`config.mk`:
```
export PLATFORM = sky130hd
export DESIGN_NAME = spi_readback_controller
export DESIGN_NICKNAME = d
export VERILOG_FILES = /design/src/rtl/spi_link_pkg.sv /design/src/rtl/spi_readback_controller.sv
export SDC_FILE = /design/constraint.sdc
export NUM_CORES = 1
export LEC_CHECK = 0
export ABC_AREA = 1
export CAP_MARGIN = 20
export CORE_ASPECT_RATIO = 1.5
export CORE_UTILIZATION = 33
export DETAILED_ROUTE_END_ITERATION = 12
export RECOVER_POWER = 100
export SYNTH_ARGS = -nofsm -noshare
export SYNTH_HDL_FRONTEND = slang
export SYNTH_SLANG_ARGS = --single-unit
```
`constraint.sdc`:
```
create_clock -name clk -period 2.1 [get_ports clk]
set_input_delay 0.42 -clock clk [delete_from_list [all_inputs] [get_ports clk]]
set_output_delay 0.42 -clock clk [all_outputs]
set_load 0.03 [all_outputs]
```
`src/rtl/spi_link_pkg.sv`:
```
// rtl/spi_link_pkg.sv - shared SPI host-link definitions
//
// Shared by the SPI write-command path and the readback path: FSM state
// encoding, command byte values and a small command-decode helper.
// No ports (package).

package spi_link_pkg;

  // Frame-parsing and readback states. S_CSUM is only reachable when the
  // readback checksum byte is built in.
  typedef enum logic [3:0] {
    S_IDLE    = 4'd0,
    S_ADDR_H  = 4'd1,
    S_ADDR_L  = 4'd2,
    S_LEN     = 4'd3,
    S_RD_REQ  = 4'd4,
    S_RD_WAIT = 4'd5,
    S_SEND_H  = 4'd6,
    S_SEND_L  = 4'd7,
    S_CSUM    = 4'd8,
    S_DONE    = 4'd9
  } link_state_t;

  localparam logic [7:0] CMD_WR_TOKEN  = 8'h01;
  localparam logic [7:0] CMD_WR_WEIGHT = 8'h02;
  localparam logic [7:0] CMD_RD_TOKEN  = 8'h81;
  localparam logic [7:0] CMD_RD_WEIGHT = 8'h82;

  // True for the two read-request command bytes.
  function automatic logic is_read_cmd(input logic [7:0] b);
    return (b == CMD_RD_TOKEN) || (b == CMD_RD_WEIGHT);
  endfunction

endpackage

```
`src/rtl/spi_readback_controller.sv`:
```
// rtl/spi_readback_controller.sv - SPI read-request decoder and BRAM readback byte streamer
//
// Parses CMD, ADDR_H, ADDR_L, LEN frames from the SPI receive byte stream,
// reads LEN 16-bit words from the token (CMD 0x81) or weight (CMD 0x82)
// BRAM and streams them MSB-first to the SPI transmit shifter.
// Optional build macro: READBACK_CHECKSUM_EN appends one XOR byte of all
// data bytes after the final word.
//
// Ports:
//   clk, rst_n         system clock, asynchronous active-low reset
//   frame_start        chip-select pulse; aborts any frame in progress
//   spi_data           received byte, qualified by spi_byte_ready
//   spi_byte_ready     one-cycle strobe for spi_data
//   rd_en              BRAM read strobe, one per word
//   rd_sel             0 = token BRAM, 1 = weight BRAM
//   rd_addr            BRAM word address
//   rd_data            BRAM read data, valid one cycle after rd_en
//   tx_data, tx_valid  byte stream to the transmit shifter
//   tx_ready           shifter accepts when tx_valid && tx_ready
//   busy               high from accepted command until final byte handed off

module spi_readback_controller
  import spi_link_pkg::*;
#(
  parameter int ADDR_WIDTH = 10,
  parameter int DATA_WIDTH = 16,
  parameter int LEN_WIDTH  = 8
) (
  input  logic                  clk,
  input  logic                  rst_n,
  input  logic                  frame_start,
  input  logic [7:0]            spi_data,
  input  logic                  spi_byte_ready,
  output logic                  rd_en,
  output logic                  rd_sel,
  output logic [ADDR_WIDTH-1:0] rd_addr,
  input  logic [DATA_WIDTH-1:0] rd_data,
  output logic [7:0]            tx_data,
  output logic                  tx_valid,
  input  logic                  tx_ready,
  output logic                  busy
);

  // One extra bit so that LEN = 0 can be held as the full 2^LEN_WIDTH words.
  localparam int CNT_W = LEN_WIDTH + 1;

  link_state_t           state;
  logic [ADDR_WIDTH-1:0] addr_q;
  logic [CNT_W-1:0]      count_q;
  logic [7:0]            word_lo;
`ifdef READBACK_CHECKSUM_EN
  logic [7:0]            csum_q;
`endif

  logic tx_fire;
  assign tx_fire = tx_valid && tx_ready;

  always_ff @(posedge clk or negedge rst_n) begin
    if (!rst_n) begin
      state    <= S_IDLE;
      rd_en    <= 1'b0;
      rd_sel   <= 1'b0;
      rd_addr  <= '0;
      tx_data  <= 8'h00;
      tx_valid <= 1'b0;
      busy     <= 1'b0;
      addr_q   <= '0;
      count_q  <= '0;
      word_lo  <= 8'h00;
`ifdef READBACK_CHECKSUM_EN
      csum_q   <= 8'h00;
`endif
    end else if (frame_start) begin
      // Chip-select edge wins over everything, including a byte strobe in
      // the same cycle; that byte is dropped rather than parsed as CMD.
      state    <= S_IDLE;
      rd_en    <= 1'b0;
      tx_valid <= 1'b0;
      busy     <= 1'b0;
    end else begin
      // rd_en is only raised on the transition into S_RD_REQ.
      rd_en <= 1'b0;

      case (state)
        S_IDLE: begin
          if (spi_byte_ready && is_read_cmd(spi_data)) begin
            rd_sel <= spi_data[1];
`ifdef READBACK_CHECKSUM_EN
            csum_q <= 8'h00;
`endif
            state  <= S_ADDR_H;
          end
        end

        S_ADDR_H: begin
          if (spi_byte_ready) begin
            addr_q <= ADDR_WIDTH'(spi_data);
            state  <= S_ADDR_L;
          end
        end

        S_ADDR_L: begin
          // Address bits above ADDR_WIDTH fall off in the truncating cast.
          if (spi_byte_ready) begin
            addr_q <= ADDR_WIDTH'({addr_q, spi_data});
            state  <= S_LEN;
          end
        end

        S_LEN: begin
          if (spi_byte_ready) begin
            if (spi_data[LEN_WIDTH-1:0] == '0) begin
              count_q <= CNT_W'(1) << LEN_WIDTH;
            end else begin
              count_q <= CNT_W'(spi_data[LEN_WIDTH-1:0]);
            end
            busy    <= 1'b1;
            rd_en   <= 1'b1;
            rd_addr <= addr_q;
            state   <= S_RD_REQ;
          end
        end

        S_RD_REQ: begin
          state <= S_RD_WAIT;
        end

        S_RD_WAIT: begin
          // High byte goes straight to the transmit register; only the low
          // byte needs holding for the second transfer.
          tx_data  <= rd_data[15:8];
          word_lo  <= rd_data[7:0];
          tx_valid <= 1'b1;
          state    <= S_SEND_H;
        end

        S_SEND_H: begin
          if (tx_fire) begin
`ifdef READBACK_CHECKSUM_EN
            csum_q  <= csum_q ^ tx_data;
`endif
            tx_data <= word_lo;
            state   <= S_SEND_L;
          end
        end

        S_SEND_L: begin
          if (tx_fire) begin
            count_q <= count_q - CNT_W'(1);
            addr_q  <= addr_q + ADDR_WIDTH'(1);
`ifdef READBACK_CHECKSUM_EN
            csum_q  <= csum_q ^ tx_data;
`endif
            if (count_q == CNT_W'(1)) begin
`ifdef READBACK_CHECKSUM_EN
              // tx_valid stays high: the checksum byte follows immediately.
              tx_data <= csum_q ^ tx_data;
              state   <= S_CSUM;
`else
              tx_valid <= 1'b0;
              busy     <= 1'b0;
              state    <= S_DONE;
`endif
            end else begin
              tx_valid <= 1'b0;
              rd_en    <= 1'b1;
              rd_addr  <= addr_q + ADDR_WIDTH'(1);
              state    <= S_RD_REQ;
            end
          end
        end

`ifdef READBACK_CHECKSUM_EN
        S_CSUM: begin
          if (tx_fire) begin
            tx_valid <= 1'b0;
            busy     <= 1'b0;
            state    <= S_DONE;
          end
        end
`endif

        S_DONE: begin
          tx_valid <= 1'b0;
          busy     <= 1'b0;
          state    <= S_IDLE;
        end

        default: begin
          tx_valid <= 1'b0;
          busy     <= 1'b0;
          state    <= S_IDLE;
        end
      endcase
    end
  end

endmodule

```
==> flow_results.xml <==
<?xml version="1.0" encoding="UTF-8"?>
<metrics>
  <group name="outcome">
    <metric name="outcome" unit="">finished clean</metric>
  </group>
  <group name="timing">
    <metric name="tightest_slew" unit="ns">1.353</metric>
    <metric name="final_hold_viol_count" unit="">0</metric>
    <metric name="finClkSkew" unit="ns">0.009779</metric>
    <metric name="max_freq" unit="GHz">0.5395</metric>
    <metric name="grt_setup_unrepaired" unit="">no</metric>
    <metric name="drv_slew" unit="">0</metric>
    <metric name="setup_viol_count_final" unit="">0</metric>
    <metric name="total_negative_setup_slack" unit="ns">0</metric>
    <metric name="final.period_utilization" unit="%">88.27</metric>
    <metric name="slew-limit-headroom" unit="%">9.805</metric>
    <metric name="finalCriticalPeriod" unit="ns">1.854</metric>
  </group>
  <group name="final_layout">
    <metric name="final_nets" unit="">517</metric>
    <metric name="share_of_final_layout_standard_cells_stronger_than_drive_strength_1" unit="%">7.216</metric>
    <metric name="layout.filler_cells" unit="">951</metric>
    <metric name="number_of_antenna_repair_diodes" unit="">0</metric>
    <metric name="flow.area_growth_from_synthesis" unit="%">25.03</metric>
  </group>
  <group name="yosys">
    <metric name="seq_area_frac_synth" unit="%">42.72</metric>
    <metric name="post_synth_inst_count" unit="">426</metric>
    <metric name="synth.ff_latch_count" unit="">53</metric>
    <metric name="synth-warning-count" unit="">0</metric>
    <metric name="synth_nets" unit="">459</metric>
    <metric name="ys_types" unit="">35</metric>
    <metric name="post_synth_instance_area" unit="sq mm">0.003104</metric>
    <metric name="syn_avg_cell_area" unit="sq um">7.287</metric>
  </group>
  <group name="detailed_routing">
    <metric name="antenna_left" unit="">0</metric>
    <metric name="via_per_inst" unit="">4.774</metric>
    <metric name="vias" unit="">2850</metric>
    <metric name="detail_route.drc_violations" unit="">0</metric>
    <metric name="initialDrtViolationCount" unit="">152</metric>
    <metric name="drt_pre_antenna_iters" unit="">4</metric>
    <metric name="routedWlPerCell" unit="um">12.84</metric>
    <metric name="finalWirelength" unit="um">7665</metric>
  </group>
  <group name="die">
    <metric name="row_count" unit="">43</metric>
    <metric name="initial_utilization" unit="%">33.74</metric>
    <metric name="core_region_area" unit="sq mm">0.009200</metric>
    <metric name="floorplan.die.height" unit="um">120.8</metric>
    <metric name="fp.dieW" unit="um">81.19</metric>
    <metric name="fp.dieArea" unit="sq mm">0.009807</metric>
    <metric name="io_pins" unit="">51</metric>
  </group>
  <group name="global_routing">
    <metric name="initial_antenna_violation_count" unit="">0</metric>
    <metric name="via_count_of_the_first_global_routing_pass" unit="">2762</metric>
    <metric name="gr-total-overflow" unit="">0</metric>
    <metric name="grt_usage" unit="%">17.17</metric>
    <metric name="pin_count_of_the_biggest_net_entering_global_routing" unit="">54</metric>
    <metric name="grt_pass1_wl" unit="um">12920</metric>
  </group>
  <group name="power_and_ir_drop">
    <metric name="totalPowerFinal" unit="uW">2663</metric>
    <metric name="ir_worst_vdd" unit="V">0.0004509</metric>
    <metric name="cellPowerDensity" unit="mW/mm^2">686.2</metric>
    <metric name="power.static_leakage" unit="uW">0.002045</metric>
  </group>
  <group name="setup_path">
    <metric name="cp.buffers_inverters" unit="">1</metric>
    <metric name="cp_max_fo" unit="">2</metric>
    <metric name="slowest_stage" unit="">sky130_fd_sc_hd__dlygate4sd3_1</metric>
    <metric name="cpLargestDelayFamily" unit="">buffers and inverters</metric>
    <metric name="worst-endpoint-arrival" unit="ns">1.43</metric>
    <metric name="worstReg2RegEnd" unit="">addr_q[5]</metric>
    <metric name="crit-reg2reg-launch" unit="">state[0]</metric>
    <metric name="timing.critical_path.slowest_cell_delay" unit="ns">0.76</metric>
    <metric name="cp-end-kind" unit="">output pin</metric>
    <metric name="worstRegToRegCells" unit="">8</metric>
    <metric name="timing.reg2reg.setup_slack" unit="ns">0.28</metric>
    <metric name="cp.required" unit="ns">1.68</metric>
    <metric name="critical_path_class" unit="">reg2out</metric>
    <metric name="setup.worst_path.start_class" unit="">register</metric>
    <metric name="path_cells" unit="">dlygate4sd3_1</metric>
  </group>
  <group name="clock_tree">
    <metric name="cts_made_buffers" unit="">5</metric>
    <metric name="cts.root.buffer_cell" unit="">sky130_fd_sc_hd__clkbuf_16</metric>
    <metric name="cts.sink_count" unit="">53</metric>
    <metric name="cts.path.max_buffers" unit="">2</metric>
    <metric name="cts-htree-levels" unit="">2</metric>
    <metric name="clk_pin_slew_worst_paths" unit="ns">0.07</metric>
    <metric name="ctsResizeCount" unit="">0</metric>
    <metric name="clock_insertion_delay_worst_skew" unit="ns">0.30</metric>
    <metric name="cts_tree" unit="">yes</metric>
    <metric name="ctsHoldBuffers" unit="">0</metric>
    <metric name="post-cts-setup-buffers" unit="">0</metric>
  </group>
  <group name="flow_run">
    <metric name="max-cap-violations" unit="">0</metric>
  </group>
  <group name="worst_hold_path">
    <metric name="hold_path_class" unit="">reg2reg</metric>
    <metric name="worst_hold_path.endpoint" unit="">rd_addr[8]</metric>
    <metric name="hold_depth" unit="">2</metric>
    <metric name="hp_start" unit="">rd_addr[8]</metric>
  </group>
  <group name="placed_design">
    <metric name="post-dp-hpwl" unit="um">5899</metric>
    <metric name="portBuffers" unit="">50</metric>
    <metric name="gpl.final_weighted_congestion" unit="">0.8311</metric>
  </group>
</metrics>
[per-stage QoR]
| step | cells | hold WS [ns] | util [%] | area (sq um) | setup WS, ns |
|---|---|---|---|---|---|
| 6_report | 597 | 0.4862 | 42.19 | 3881 | 0.2463 |
| 5_1_grt | 597 | 0.5108 | 42.19 | 3881 | 0.1035 |
| 4_1_cts | 597 | 0.1275 | 42.72 | 3930 | 0.3005 |
| 3_5_place_dp | 589 | 0.4401 | 40.88 | 3761 | 0.1407 |
| 3_3_place_gp | 589 | 0.4410 | 40.88 | 3761 | 0.1633 |
| 2_1_floorplan | 426 | 0.1244 | - | 3104 | 0.6400 |
[registers in the layout (all words and copies together), names as in the netlist]
register	flops
addr_q	10
rd_addr	10
count_q	9
tx_data	8
word_lo	8
state	4
busy	1
rd_en	1
rd_sel	1
tx_valid	1
[area by class of cell]
class	count	area (sq um)	share of cell area, %
Clock inverter	3	43.79	1.128
Multi-Input combinational cell	311	1485	38.27
Tap cell	112	140.1	3.611
Timing Repair Buffer	61	565.5	14.57
Inverter	52	195.2	5.029
Clock buffer	5	125.1	3.224
Sequential cell	53	1326	34.17
[cells in the final DEF (no fill, tap or decap), types with 3 or more instances in the layout]
cell / instances
sky130_fd_sc_hd__a21boi_0: 3
sky130_fd_sc_hd__a21oi_1: 16
sky130_fd_sc_hd__buf_4: 7
sky130_fd_sc_hd__clkbuf_16: 5
sky130_fd_sc_hd__clkdlybuf4s50_1: 26
sky130_fd_sc_hd__dfrtp_1: 53
sky130_fd_sc_hd__dlygate4sd3_1: 23
sky130_fd_sc_hd__ha_1: 4
sky130_fd_sc_hd__inv_1: 48
sky130_fd_sc_hd__inv_2: 3
sky130_fd_sc_hd__nand2_1: 141
sky130_fd_sc_hd__nand3_1: 29
sky130_fd_sc_hd__nand4_1: 8
sky130_fd_sc_hd__nor2_1: 45
sky130_fd_sc_hd__nor3_1: 3
sky130_fd_sc_hd__o21a_1: 6
sky130_fd_sc_hd__o21ai_0: 35
[cells in the mapped netlist]
library cell / number / area share (%)
sky130_fd_sc_hd__inv_1: 46 / 5.6
sky130_fd_sc_hd__nand3_2: 2 / 0.64
sky130_fd_sc_hd__nand2_1: 140 / 17
sky130_fd_sc_hd__nand2_4: 2 / 0.73
sky130_fd_sc_hd__clkinv_1: 1 / 0.12
sky130_fd_sc_hd__or2_2: 1 / 0.20
sky130_fd_sc_hd__buf_8: 1 / 0.48
sky130_fd_sc_hd__o21ai_1: 2 / 0.32
sky130_fd_sc_hd__buf_4: 1 / 0.24
sky130_fd_sc_hd__a21boi_0: 1 / 0.24
sky130_fd_sc_hd__o21bai_1: 2 / 0.48
sky130_fd_sc_hd__buf_6: 2 / 0.73
sky130_fd_sc_hd__nor2_4: 2 / 0.73
sky130_fd_sc_hd__inv_2: 4 / 0.48
sky130_fd_sc_hd__nor2_2: 1 / 0.20
sky130_fd_sc_hd__o21ai_0: 28 / 4.5
sky130_fd_sc_hd__nor2_1: 45 / 5.4
sky130_fd_sc_hd__ha_1: 4 / 1.6
sky130_fd_sc_hd__nor3_4: 1 / 0.52
sky130_fd_sc_hd__nand3_1: 29 / 4.7
sky130_fd_sc_hd__dfrtp_1: 53 / 43
sky130_fd_sc_hd__o31ai_1: 1 / 0.24
sky130_fd_sc_hd__nand2_2: 3 / 0.60
sky130_fd_sc_hd__nand4_1: 8 / 1.6
sky130_fd_sc_hd__a21boi_1: 4 / 0.97
sky130_fd_sc_hd__nor2_8: 1 / 0.64
sky130_fd_sc_hd__o21a_1: 6 / 1.5
sky130_fd_sc_hd__buf_2: 5 / 0.81
sky130_fd_sc_hd__mux2_2: 2 / 0.73
sky130_fd_sc_hd__clkbuf_1: 1 / 0.12
sky130_fd_sc_hd__a21oi_1: 16 / 2.6
sky130_fd_sc_hd__xor2_1: 2 / 0.56
sky130_fd_sc_hd__nor3_1: 3 / 0.48
sky130_fd_sc_hd__inv_4: 1 / 0.20
sky130_fd_sc_hd__o21ai_2: 5 / 1.4
[cell families after synthesis]
logic type / synth area share, %
xor+xnor: 0.5644
mux: 0.7255
buf+inv: 8.746
simple gates: 33.41
fa+ha+maj: 1.612
compound gates: 12.21
flops: 42.72
[tightest hold or removal path, stage by stage (launching register included)]
cell and delay, ns:
sky130_fd_sc_hd__dfrtp_1 0.35, sky130_fd_sc_hd__nand2_1 0.05, sky130_fd_sc_hd__nand2_1 0.06
[per-layer routing]
layer / track usage [%] / part of all wire (%) / vias up
li1: - / - / 1467
met1: 20.30 / 43 / 1318
met2: 30.09 / 51 / 57
met3: 3.019 / 3.9 / 8
met4: 6.585 / 1.6 / 0
met5: 0 / 0 / -
[power breakdown]
group          total (uW)  internal, uW  switching, uW
clock network         954           565            389
registers            1180          1100           78.1
logic                 526           199            328
[how the worst max path moves through the flow]
stage	startpoint	endpoint	slack, ns	depth (start not counted)
2_1_floorplan	tx_valid	addr_q[4]	0.64	9
3_3_place_gp	spi_data[1]	state[0]	0.16	8
3_5_place_dp	frame_start	rd_addr[5]	0.14	8
4_1_cts	rd_addr[2]	rd_addr[2]	0.30	1
5_1_grt	state[0]	addr_q[5]	0.10	8
6_report	rd_addr[9]	rd_addr[9]	0.25	1
Note: power is estimated with default switching activity, not from simulation.
==> variant 1, RTL diff (same settings) <==
Re-encode `link_state_t` (10 states) as one-hot, 10 bits wide.
--- a/src/rtl/spi_link_pkg.sv
+++ b/src/rtl/spi_link_pkg.sv
@@ -10,13 +10,13 @@
   // readback checksum byte is built in.
-  typedef enum logic [3:0] {
-    S_IDLE    = 4'd0,
-    S_ADDR_H  = 4'd1,
-    S_ADDR_L  = 4'd2,
-    S_LEN     = 4'd3,
-    S_RD_REQ  = 4'd4,
-    S_RD_WAIT = 4'd5,
-    S_SEND_H  = 4'd6,
-    S_SEND_L  = 4'd7,
-    S_CSUM    = 4'd8,
-    S_DONE    = 4'd9
+  typedef enum logic [9:0] {
+    S_IDLE    = 10'b0000000001,
+    S_ADDR_H  = 10'b0000000010,
+    S_ADDR_L  = 10'b0000000100,
+    S_LEN     = 10'b0000001000,
+    S_RD_REQ  = 10'b0000010000,
+    S_RD_WAIT = 10'b0000100000,
+    S_SEND_H  = 10'b0001000000,
+    S_SEND_L  = 10'b0010000000,
+    S_CSUM    = 10'b0100000000,
+    S_DONE    = 10'b1000000000
   } link_state_t;
Check against the original RTL: same outputs for any inputs over 10 cycles, from zero or initial values and one cycle with rst_n low; not proved beyond that.
==> variant 1 against the unedited design <==
- setup slack got worse by 56 ps
- area after synthesis rose by 19%
- sequential cell count increased by 5
- first-iteration DRC count is 9.9% lower
- highest routed layer unchanged
- final area grew 23%
- maximum frequency down 2.9%
- critical path type is now reg -> reg
- wire length grew 26%
Power is not compared: it rests on default switching activity, and its combinational part moved more than twofold at a synthesized area within 25%.
==> variant 1: results (changes against the unedited design) <==
count of cell types in the netlist -> 38 (+8.6%)
sequential area share after synthesis -> 0.3930 (-0.03422)
vias in the first global route -> 3,442 (+25%)
H-tree depth reported by CTS -> 3 (+1)
Final WS setup -> 190.3 ps (-56.00 ps)
Post-synth top cells -> nand2_1 (124), inv_1 (70), dfrtp_1 (57), nor2_1 (52), nand3_1 (38)
layout cell share with drive strength beyond 1 -> 0.1379 (+0.06571)
largest net degree at the start of global routing -> 26 (-52%)
WP data arrival -> 2160 ps (+730 ps)
met2 wire len -> 4979 µm (+26%)
Post-Synth XOR/XNOR Area -> 0.02607 (+0.02042)
Synth Area in Adders -> 0.01354 (-0.002582)
clock latency on the worst-skew pair -> 330 ps (+30 ps)
routed length on met3 -> 417 µm (+39%)
Worst Path Max Fanout -> 10 (+8)
GRT Overall Usage -> 0.1800 (+0.008382)
Worst R2R End -> count_q[6]
Initial DRC Count -> 137 (-9.9%)
Mapped Nets -> 527 (+15%)
Area contributors post-synth -> dfrtp_1 (39%), nand2_1 (13%), inv_1 (7.1%), nor2_1 (5.3%), nand3_1 (5.1%)
Top Registers -> addr_q: 10 flops, rd_addr: 10 flops
Cells after DPL -> 703 (+19%)
vias per inst -> 4.760 (-0.30%)
fin nets -> 601 (+16%)
status -> complete, no violations
## variant 1: changes by cell type in the layout (fill, tap and decap cells not counted), sizes merged, moves of 8 or more
cell	change
inv	+25
nor2	+13
nand2	-10
o21ai	+10
mux2i	+8
nand3	+10
buf	+11
## variant 1: cells by family after synthesis
logic type                 Yosys count
muxes                               16
DFF                                 58
AOI/OAI and AO/OA                   59
buffers and inverters               87
and+or+nand+nor                    259
adders and majority gates            4
xor gates and xnor gates            11
## variant 1: final cells by class
type | count | area [µm²]
Fill cell | 1125 | 6222
Sequential cell | 58 | 1453
Clock buffer | 9 | 225.2
Tap cell | 147 | 183.9
Multi-Input combinational cell | 349 | 1853
Timing Repair Buffer | 73 | 674.4
Inverter | 77 | 291.5
Clock inverter | 7 | 93.84
## variant 1: worst min-delay path by stage
stage / to / slack, ps / depth (start not counted)
global placement: tx_data[6] / 340 / 1
CTS: rd_addr[8] / 480 / 2
finish: rd_addr[8] / 470 / 2
global route: rd_addr[7] / 510 / 2
floorplan: addr_q[0] / 120 / 0
detailed placement: tx_data[5] / 350 / 1
## variant 1: where the power goes
part / leakage, nW / internal [W] / switching [W] / total [W]
logic: 1.52 / 0.000443 / 0.000734 / 0.00118
registers: 0.711 / 0.00125 / 0.000118 / 0.00137
clock network: 0.151 / 0.00103 / 0.000542 / 0.00158
total: 2.39 / 0.00273 / 0.00139 / 0.00412
## variant 1: worst max-delay path, cell delays in order (launching register included)
cell      delay [ps]
dfstp_1          630
nor2_4            80
nand2_2          210
nor2_1           100
nand2_1          100
clkbuf_2         240
nand2_1          160
a21boi_0         150
o21ai_0          150
## variant 1: layer usage
metal / vias up / track usage
met2: 101 / 0.3154
met5: - / 0
li1: 1718 / -
met4: 0 / 0.1039
met1: 1575 / 0.1906
met3: 33 / 0.04146
==> variant 2, RTL diff (same flow settings) <==
Made on the original files. Add a define of `READBACK_CHECKSUM_EN`.
--- a/src/rtl/spi_readback_controller.sv
+++ b/src/rtl/spi_readback_controller.sv
@@ -20,2 +20,4 @@
 //   busy               high from accepted command until final byte handed off
+
+`define READBACK_CHECKSUM_EN
 
Check against the original RTL: not equivalent (a bounded check fails within 10 cycles, from zero or initial values and one cycle with rst_n low).
==> variant 2 against the unedited design <==
- the run now ends with capacitance limit, slew limit left
- sequential cell count up 8
- final area up 17%
- wire length up 18%
- hold slack worse by 16 ps
- setup slack worse by 60 ps
- cell count up 17%
- critical path depth unchanged
- area after synthesis up 17%
- critical path type unchanged
- largest cell class unchanged
- highest routed layer unchanged
Power is not compared: it rests on default switching activity, and its combinational part moved more than twofold at a synthesized area within 25%.
==> variant 2: results (changes against the unedited design) <==
Cells after DPL -> 680 (+15%)
clock skew -> 7.698 ps (-2.081 ps)
R2R depth -> 7 (-1)
status -> finished with violations
Place WS -> 49.96 ps (-90.73 ps)
Initial DRC Count -> 184 (+21%)
Post-Synth XOR/XNOR Area -> 0.02163 (+0.01599)
count of cell types in the netlist -> 34 (-2.9%)
Mapped Nets -> 521 (+14%)
Cell Area, Placed -> 4313 µm² (+15%)
fin nets -> 580 (+12%)
post-synthesis mux area share -> 0.02473 (+0.01747)
Synth Area in Adders -> 0.01374 (-0.002386)
routability cong. -> 0.9227 (+11%)
layout cell share with drive strength beyond 1 -> 0.1033 (+0.03110)
GRT Overall Usage -> 0.1760 (+0.004347)
clock slew at reported path FFs -> 50 ps (-20 ps)
largest net degree at the start of global routing -> 62 (+15%)
Post-synth top cells -> nand2_1 (164), dfrtp_1 (61), nor2_1 (47), inv_1 (42), o21ai_0 (39)
Slew headroom -> -0.03533 (-0.1334)
maxcap violations -> 1 (+1)
Post-Synthesis Cells -> 488 (+15%)
dpl hpwl -> 6831 µm (+16%)
Area contributors post-synth -> dfrtp_1 (42%), nand2_1 (17%), o21ai_0 (5.4%), nor2_1 (4.8%), inv_1 (4.3%)
violations in the final reports -> capacitance limit, slew limit
clock latency on the worst-skew pair -> 330 ps (+30 ps)
vias per inst -> 4.773 (about the same)
Slew Limit Fails -> 62 (+62)
post-synthesis compound-gate area fraction -> 0.1243 (+0.002185)
## variant 2: changes by cell type in the layout (fill, tap and decap cells not counted), moves of 5 or more
cell and change:
inv_1 -5, dfrtp_1 +8, mux2_2 +6, o21ai_0 +15, o21a_1 -6, nand2_1 +24
## variant 2: routing by layer
layer | GRT usage | up-vias | share of wire
li1 | - | 1685 | -
met2 | 0.3041 | 82 | 0.51
met4 | 0.08293 | 0 | 0.028
met1 | 0.2074 | 1532 | 0.42
met3 | 0.03455 | 23 | 0.043
met5 | 0 | - | 0
## variant 2: logic make-up (layout without fill, tap and decap cells)
group | count (synthesis) | count (layout)
compound gates | 81 | 81
xor+xnor | 9 | 9
buf+inv | 61 | 125
flops | 61 | 61
mux | 8 | 8
simple gates | 264 | 264
fa+ha+maj | 4 | 4
## variant 2: final cells by class
class / count / area [µm²]
sequential: 61 / 1526
fill: 1061 / 6102
tap: 144 / 180.2
inverter: 48 / 180.2
clock inverter: 4 / 47.55
clock buffer: 12 / 246.5
multi-input combinational: 366 / 1782
timing repair buffer: 61 / 583.1
## variant 2: final timing paths
kind / startpoint / end / slack (ps)
min: rd_addr[2] / rd_addr[2] / 470
max: tx_data[7] / tx_data[7] / 190
min in group asynchronous: rst_n / rd_addr[7] / 560
max in group asynchronous: rst_n / state[0] / 580
max reg2reg: state[1] / addr_q[3] / 290
min reg2reg: rd_addr[2] / rd_addr[2] / 470
## variant 2: power groups by stage
stage,sequential [W],clock (W),combinational (W)
global route,0.00207,0.00156,0.00252
floorplan,0.00225,0,0.00136
CTS,0.00201,0.00150,0.00236
global placement,0.00202,0,0.00230
finish,0.00200,0.00147,0.00223
detailed placement,0.00203,0,0.00234
